**src/rtl/instr_fetch_unit.sv**
```systemverilog
// Instruction fetch/assembly: reads 1-3 program-memory bytes at pc and hands the
// assembled instruction to the decoder. Build option: IFETCH_ZERO_FILL_EN clears operands on opcode capture.
module instr_fetch_unit #(
    parameter int ADDR_W = 6,
    parameter int DATA_W = 8
) (
    input  logic              clock,
    input  logic              reset,
    input  logic [ADDR_W-1:0] pc,
    output logic              pc_load,
    output logic [DATA_W-1:0] fetch_opcode,
    output logic              mem_rd,
    output logic [ADDR_W-1:0] mem_addr,
    input  logic [DATA_W-1:0] mem_data,
    input  logic              flush,
    output logic              instr_valid,
    input  logic              instr_ready,
    output logic [DATA_W-1:0] instr_opcode,
    output logic [DATA_W-1:0] instr_op1,
    output logic [DATA_W-1:0] instr_op2,
    output logic [1:0]        instr_len,
    output logic [1:0]        debug_state
);

    // Handshake: instr_valid is high only in HOLD, where every instruction output is
    // frozen; a transfer happens on a rising edge with instr_valid & instr_ready & !flush.
    typedef enum logic [1:0] {
        IDLE = 2'd0,
        REQ  = 2'd1,
        CAPT = 2'd2,
        HOLD = 2'd3
    } state_t;

    state_t      state, state_nxt;
    logic [1:0]  idx, idx_nxt;
    logic [1:0]  len_now;
    logic        cap_en;

    // Must stay identical to the program counter's length table.
    function automatic logic [1:0] len_of(input logic [DATA_W-1:0] op);
        case (op)
            DATA_W'(8'h78), DATA_W'(8'h80), DATA_W'(8'hC0), DATA_W'(8'h81),
            DATA_W'(8'h82), DATA_W'(8'h84), DATA_W'(8'h85), DATA_W'(8'h87): len_of = 2'd2;
            DATA_W'(8'h83):                                                  len_of = 2'd1;
            default:                                                         len_of = 2'd3;
        endcase
    endfunction

    always_comb begin
        state_nxt   = state;
        idx_nxt     = idx;
        cap_en      = 1'b0;
        mem_rd      = 1'b0;
        mem_addr    = '0;
        instr_valid = 1'b0;
        pc_load     = 1'b0;
        len_now     = (idx == 2'd0) ? len_of(mem_data) : instr_len;
        case (state)
            IDLE: state_nxt = REQ;
            REQ: begin
                mem_rd    = 1'b1;
                mem_addr  = pc + ADDR_W'(idx);
                state_nxt = CAPT;
            end
            CAPT: begin
                cap_en = 1'b1;
                if (idx + 2'd1 == len_now) begin
                    state_nxt = HOLD;
                end else begin
                    idx_nxt   = idx + 2'd1;
                    state_nxt = REQ;
                end
            end
            HOLD: begin
                instr_valid = 1'b1;
                pc_load     = instr_ready & ~flush;
                if (instr_ready) begin
                    idx_nxt   = 2'd0;
                    state_nxt = REQ;
                end
            end
            default: state_nxt = IDLE;
        endcase
        // Flush wins over capture and handshake; data for an aborted read is dropped.
        if (flush && state != IDLE) begin
            state_nxt = REQ;
            idx_nxt   = 2'd0;
            cap_en    = 1'b0;
        end
    end

    always_ff @(posedge clock or posedge reset) begin
        if (reset) begin
            state        <= IDLE;
            idx          <= 2'd0;
            instr_opcode <= '0;
            instr_op1    <= '0;
            instr_op2    <= '0;
            instr_len    <= 2'd0;
        end else begin
            state <= state_nxt;
            idx   <= idx_nxt;
            if (cap_en) begin
                case (idx)
                    2'd0: begin
                        instr_opcode <= mem_data;
                        instr_len    <= len_now;
`ifdef IFETCH_ZERO_FILL_EN
                        instr_op1    <= '0;
                        instr_op2    <= '0;
`endif
                    end
                    2'd1:    instr_op1 <= mem_data;
                    2'd2:    instr_op2 <= mem_data;
                    default: ;
                endcase
            end
        end
    end

    assign fetch_opcode = instr_opcode;
    assign debug_state  = state;

endmodule

```
**config.mk**
```make
export PLATFORM = sky130hd
export DESIGN_NAME = instr_fetch_unit
export DESIGN_NICKNAME = d
export VERILOG_FILES = /design/src/rtl/instr_fetch_unit.sv
export SDC_FILE = /design/constraint.sdc
export NUM_CORES = 1
export LEC_CHECK = 0
export CAP_MARGIN = 40
export CORE_MARGIN = 5
export CORE_UTILIZATION = 35
export CTS_CLUSTER_SIZE = 10
export DETAILED_ROUTE_END_ITERATION = 10
export PLACE_DENSITY = 0.68
export SLEW_MARGIN = 25
export SYNTH_ARGS = -nofsm -noshare
export SYNTH_HDL_FRONTEND = slang
export SYNTH_SLANG_ARGS = --single-unit
```
**constraint.sdc**
```tcl
create_clock -name clock -period 2 [get_ports clock]
set_input_delay 0.5 -clock clock [delete_from_list [all_inputs] [get_ports clock]]
set_output_delay 0.5 -clock clock [all_outputs]
set_load 0.02 [all_outputs]
```
==> impl_metrics.csv <==
group,metric,value,unit
synth,yosys_warnings,0,
synth,ys.flop_type,"dfrtp_1",
min_path,min-delay-start,"instr_op2[6]",
placed_design,io_buffers,62,
setup_path,start_kind,"input pin",
setup_path,worstPathRequired,2.17,ns
setup_path,rr_worst_depth,11,
floorplan,initial_utilization,36.1,%
detailed_routing,drt_iter0_drc,51,
sta,timing.final.ws_setup,-0.226,ns
detailed_routing,vias,1414,
cells_and_area,diodes,0,
synth,yosysTopAreaCell,"dfrtp_1",
power,peakVddDrop,0.552,mV
sta,fin_crit_sh,111,%
synth,ys_seq_elements,30,
global_route,grt-ovfl-total,0,
min_path,min_path_type,"reg -> reg",
power,intPower,2.03,mW
cells_and_area,final_core_util,60.1,%
sta,finClkSkew,0.00550,ns
sta,max_slew_margin,74.0,%
power,pwr-share-comb,57.6,%
setup_path,end_kind,"flip-flop",
sta,whs,0.504,ns
clock_network,clockBufferDepth,2,
setup_path,crit_path_max_fanout,4,
synth,synthXorXnorAreaFrac,4.04,%
placed_design,dp.cells,297,
synth,synth_nets,177,
setup_path,crit-reg2reg-capture,"debug_state[1]",
sta,drv_slew,0,
placed_design,dp_hpwl,3.19,mm
synth,yosys-top-cells-count,"30 x dfrtp_1, 24 x mux2_2, 12 x nand2_1",
synth,synthesis.area,1700,µm²
synth,synth_fa_ha_area_share,8.52,%
clock_network,h-tree-depth,2,
detailed_routing,wire_per_inst,13.9,µm
global_route,grt_pass1_vias,1472,
floorplan,die-width,79.8,µm
sta,rsz0062_at_grt,"yes",
synth,synth.top_cells.by_area,"dfrtp_1 44%, mux2_2 16%, ha_1 7.3%, buf_4 3.5%, nand2_1 2.6%",
clock_network,cts_buffers,5,
synth,synth_top_area_share,44.1,%
clock_network,cts.sinks,30,
clock_network,cts_root_buffer,"clkbuf_8",
global_route,antenna_found_initial,0,
clock_network,cts.clk_slew.worst_paths,0.06,ns
sta,layout_min_cycle_time,2.23,ns
min_path,hold_depth,1,
sta,fmax,449,MHz
floorplan,core_area,4720,µm²
floorplan,rows,25,
cells_and_area,fin_cells,311,
placed_design,place_ws,-1.01,ns
synth,synth.most_common_cell,"dfrtp_1",
sta,final-hold-violation-count,0,
status,violations,"negative setup slack",
sta,setup_violations,8,
power,netSwitchingFraction,37.8,%
global_route,grt_max_degree,31,
clock_network,cts_tree,"built",
detailed_routing,drt-total-wl,4.32,mm
cells_and_area,layout-drive-gt1-share,43.0,%
detailed_routing,drt_first_pass_iters,4,
synth,synth_mux_area_share,16.5,%
sta,worst_slew_pin_slew,0.390,ns
synth,yosys.area_share.simple,14.3,%
cells_and_area,nets,273,
synth,ys_async_sr_fraction,100,%
placed_design,gp_congestion,0.841,
detailed_routing,vias_per_cell,4.55,
floorplan,design.portCount,63,
setup_path,regToRegStartpoint,"idx[0]",
synth,synth_compound_area_share,6.32,%
floorplan,dieArea,6360,µm²
setup_path,cp.arrival,2.39,ns
detailed_routing,drcViolationCount,0,
synth,yosysSeqAreaShare,44.1,%
sta,setup_tns,-1.36,ns
global_route,grt_use_total,14.4,%
power,switchingPower,1.23,mW
power,power.density,1150,nW/µm²
setup_path,worstSetupPathType,"in -> reg",
min_path,whs_endpoint,"instr_op2[6]",
synth,syn_inst,148,
status,status,"finished, violations left",
synth,syn_avg_cell_area,11.5,µm²
synth,synth_top_family_by_area,"multiplexers",
cells_and_area,areaGrowthSynthToFinish,66.6,%
power,p_clk_share,14.8,%
synth,synth-edff-count,0,
power,power_frac_seq,27.6,%
clock_network,clk_latency,0.28,ns
global_route,grt_pass1_wl,7.24,mm
floorplan,die_h,79.8,µm
clock_network,hold_buffers,0,
setup_path,r2r_setup_slack,-0.20,ns
detailed_routing,drtAntennaViolNets,0,
synth,ys_types,36,
flow_run,max_cap_violations,0,
power,power.leakage,1.34,nW
[state kept, by name (all words and copies together), names as in the netlist]
signal	flops
debug_state	2
instr_op1	8
instr_len	2
idx	2
instr_op2	8
fetch_opcode	8
[metal layers]
layer / GRT usage [%] / vias up / share of wire (%)
met2: 24.2 / 33 / 51
met3: 3.16 / 5 / 4.8
met4: 4.56 / 0 / 1.3
met1: 18.3 / 680 / 43
li1: - / 696 / -
met5: 0 / - / 0
[worst max-delay path: stages]
cell and delay (ns):
buf_6 0.09, or4b_4 0.58, or3_4 0.36, a21oi_4 0.17, o31ai_4 0.09, xnor2_2 0.16, and3_4 0.19, buf_6 0.12
a21o_1 0.14
[power by group through the flow]
stage / Sequential (mW) / Clock (mW) / Combinational, mW
2_1_floorplan: 1.09 / 0 / 0.818
6_report: 0.899 / 0.481 / 1.88
4_1_cts: 0.896 / 0.500 / 1.85
3_5_place_dp: 0.903 / 0 / 1.82
3_3_place_gp: 0.899 / 0 / 1.79
5_1_grt: 0.925 / 0.530 / 2.03
[layout make-up]
class                           count  area, µm²
Clock buffer                        7       86.3
Fill cell                         391       1890
Inverter                            8       30.0
Multi-Input combinational cell     98        951
Sequential cell                    30        753
Tap cell                           67       83.8
Timing Repair Buffer              101        933
[metrics by stage]
step | power, mW | cell area, µm²
finish | 3.26 | 2840
global route | 3.48 | 2840
CTS | 3.24 | 2740
detailed placement | 2.72 | 2600
global placement | 2.69 | 2600
floorplan | 1.91 | 1710
[worst max-delay path by stage]
stage	start	end	slack (ns)
4_1_cts	mem_data[4]	idx[0]	-0.33
5_1_grt	idx[0]	debug_state[1]	-0.29
3_5_place_dp	pc[0]	mem_addr[4]	-1.01
2_1_floorplan	mem_data[3]	idx[0]	-0.23
6_report	mem_data[3]	debug_state[1]	-0.23
3_3_place_gp	pc[0]	mem_addr[4]	-0.96
[cell usage in the layout, fill, tap and decap left out, types with 2 or more instances in the layout]
| cell type | count |
|---|---|
| clkdlybuf4s50_1 | 43 |
| buf_4 | 35 |
| dfrtp_1 | 28 |
| mux2_2 | 24 |
| nand2_1 | 12 |
| buf_6 | 9 |
| inv_1 | 8 |
| ha_1 | 7 |
| clkbuf_8 | 6 |
| nand2b_1 | 4 |
| and2_1 | 4 |
| xnor2_1 | 3 |
| nand4_1 | 3 |
| o21ai_0 | 3 |
| buf_2 | 3 |
| dlymetal6s2s_1 | 3 |
| dlygate4sd2_1 | 3 |
| xnor2_2 | 2 |
| and2_4 | 2 |
| a21o_1 | 2 |
| xor2_1 | 2 |
| nor2_1 | 2 |
| nor4_4 | 2 |
| a21oi_1 | 2 |
| ha_2 | 2 |
| dfrtp_2 | 2 |
| clkbuf_2 | 2 |
| buf_12 | 2 |
[cells by family after synthesis]
logic type,count (synthesis)
flops,30
simple gates,40
mux,25
buf+inv,20
fa+ha+maj,11
compound gates,15
xor+xnor,7
[repair_timing]
item	CTS	global route
hold endpoints to repair	0	0
pin swaps	13	13
setup endpoints to repair	13	11
setup buffers	5	2
gates resized for setup	67	22
(Power assumes the default switching activity.)
==> variant: new RTL, config.mk and constraints unchanged <==
Make the reset (`reset`) synchronous in one clocked block.
--- a/src/rtl/instr_fetch_unit.sv
+++ b/src/rtl/instr_fetch_unit.sv
@@ -89,7 +89,7 @@
         end
     end
 
-    always_ff @(posedge clock or posedge reset) begin
+    always_ff @(posedge clock) begin
         if (reset) begin
             state        <= IDLE;
             idx          <= 2'd0;
Behaviour: differs if reset is asserted again (counterexample within 4 cycles, from zero or initial values and one cycle with reset high); with reset held inactive, the same outputs for 10 cycles.
==> variant against the original RTL <==
  * The run still ends with setup timing left
  * Sequential share of layout area shrank 4.8 points
  * Area after synthesis down 2.8%
  * Critical path depth down 2
  * Global-route usage rose by 0.48 points
  * Synthesized cell count up 36%
  * Non-clock buffer count decreased by 5
  * Sequential cell count unchanged
  * Wire length increased by 6.0%
  * Worst setup slack gained 90 ps
  * Cell area fell by 1.6%
Power is not compared: it rests on default switching activity, and its combinational part moved more than twofold at a synthesized area within 25%.
==> variant: results <==
[clock_tree]
numCtsBuffers = 5
path_clk_slew_ps = 70
root_buffer = "clkbuf_8"
clk-insertion-delay-late_ps = 280
cts_buffer_depth = 2
cts_max_level = 2

[power]
p_leak_uw = 0.00117
irDropWorstVdd_mv = 0.323

[route]
drtPass1Iterations = 4
drt_iter0_drc = 88
vias = 1660
wirelength_mm = 4.58

[placed_design]
dpl_cell_area_um2 = 2510
dp_slack_ps = -1000
numPlacedInstances = 332
io_buffers = 62
finalWeightedCongestion = 0.813
dp_hpwl_mm = 3.36

[grt]
antenna_found_initial = 0
grt_pass1_vias = 1566
gr-total-overflow = 0
grt_pass1_wl_mm = 7.38
grt_start_max_net_pins = 28
track_usage = 0.148

[layout]
final_cells = 342
drive_gt1_frac = 0.278
nets = 316
multi_input_area_um2 = 1070
fillers = 405
n_antenna_cell = 0

[critical_path]
path_delay_family = "simple AND/OR/NAND/NOR gates"
worst_path_largest_cell_delay_ps = 530
worstPathMaxFanout = 3
crit_arrival_ps = 2300
cpMaxStageDelayCell = "or4b_4"
reg2regPathDepth = 10

[logic_synthesis]
yosysSeqAreaShare = 0.363
synth_area_leaders = "dfxtp_1, ha_1, a21oi_1, nand2_1, nand3_1"
yosysWarnings = 0
synth.distinct_cells = 38
synthArstFlopShare = 0
syn_avg_cell_area_um2 = 8.24
synthTopCellsByCount = "dfxtp_1, nand2_1, a21oi_1"
synth_flop_cell = "dfxtp_1"
syn_nets = 230

[outcome]
failed_checks = "setup timing"
outcome = "complete, but fails checks"

[hold_path]
hold_path_depth = 2
worstHoldPathType = "flop to flop"

[timing]
setup_viol = 7
setup_slack_ps = -135
fin_setup_tns_ps = -568
fin_skew_ps = 5.35
drv_slew = 0
tightest_slew_ps = 265
==> variant: power breakdown <==
part	switching [uW]	leakage, uW	total (uW)	internal (uW)
Sequential	9.18	0.000244	615	605
Clock	224	0.0000714	755	531
Combinational	138	0.000852	283	146
Total	371	0.00117	1650	1280
==> variant: worst min-delay path, cell delays in order (launching register included) <==
cell and delay [ps]:
dfxtp_1 310, nand2_1 50, a21oi_1 50
==> variant: path summary, 6_finish.rpt <==
| path | from | endpoint | slack [ps] |
|---|---|---|---|
| hold reg to reg | instr_op1[3] | instr_op1[3] | 450 |
| setup reg to reg | idx[0] | idx[0] | 120 |
| hold / removal | instr_op1[3] | instr_op1[3] | 450 |
| setup / recovery | mem_data[4] | idx[1] | -140 |
==> variant: routing by layer <==
metal,vias up,routed length [um],share of wire,GRT usage
met5,-,0,0,0
li1,856,-,-,-
met3,4,199,0.043,0.0329
met2,39,2230,0.49,0.240
met4,0,54,0.012,0.0507
met1,761,2090,0.46,0.195
==> variant: timing repair <==
item | 4_1_cts | 5_1_grt
buffers inserted | 2 | 0
pin swaps | 27 | 7
resized for setup | 88 | 10
endpoints found under the setup margin | 13 | 11
==> variant: area by class of cell <==
class,instances,area share
Inverter,6,0.00807
Sequential cell,30,0.217
Tap cell,54,0.0242
Timing Repair Buffer,96,0.316
Multi-Input combinational cell,148,0.383
Clock inverter,2,0.0215
Clock buffer,6,0.0296
==> variant: logic make-up after synthesis <==
family | count (synthesis) | share of synthesized area
and+or+nand+nor | 89 | 0.268
xor gates and xnor gates | 7 | 0.0370
AOI/OAI and AO/OA | 33 | 0.125
muxes | 8 | 0.0484
adders and majority gates | 11 | 0.0877
buffers and inverters | 23 | 0.0710
DFF | 30 | 0.363
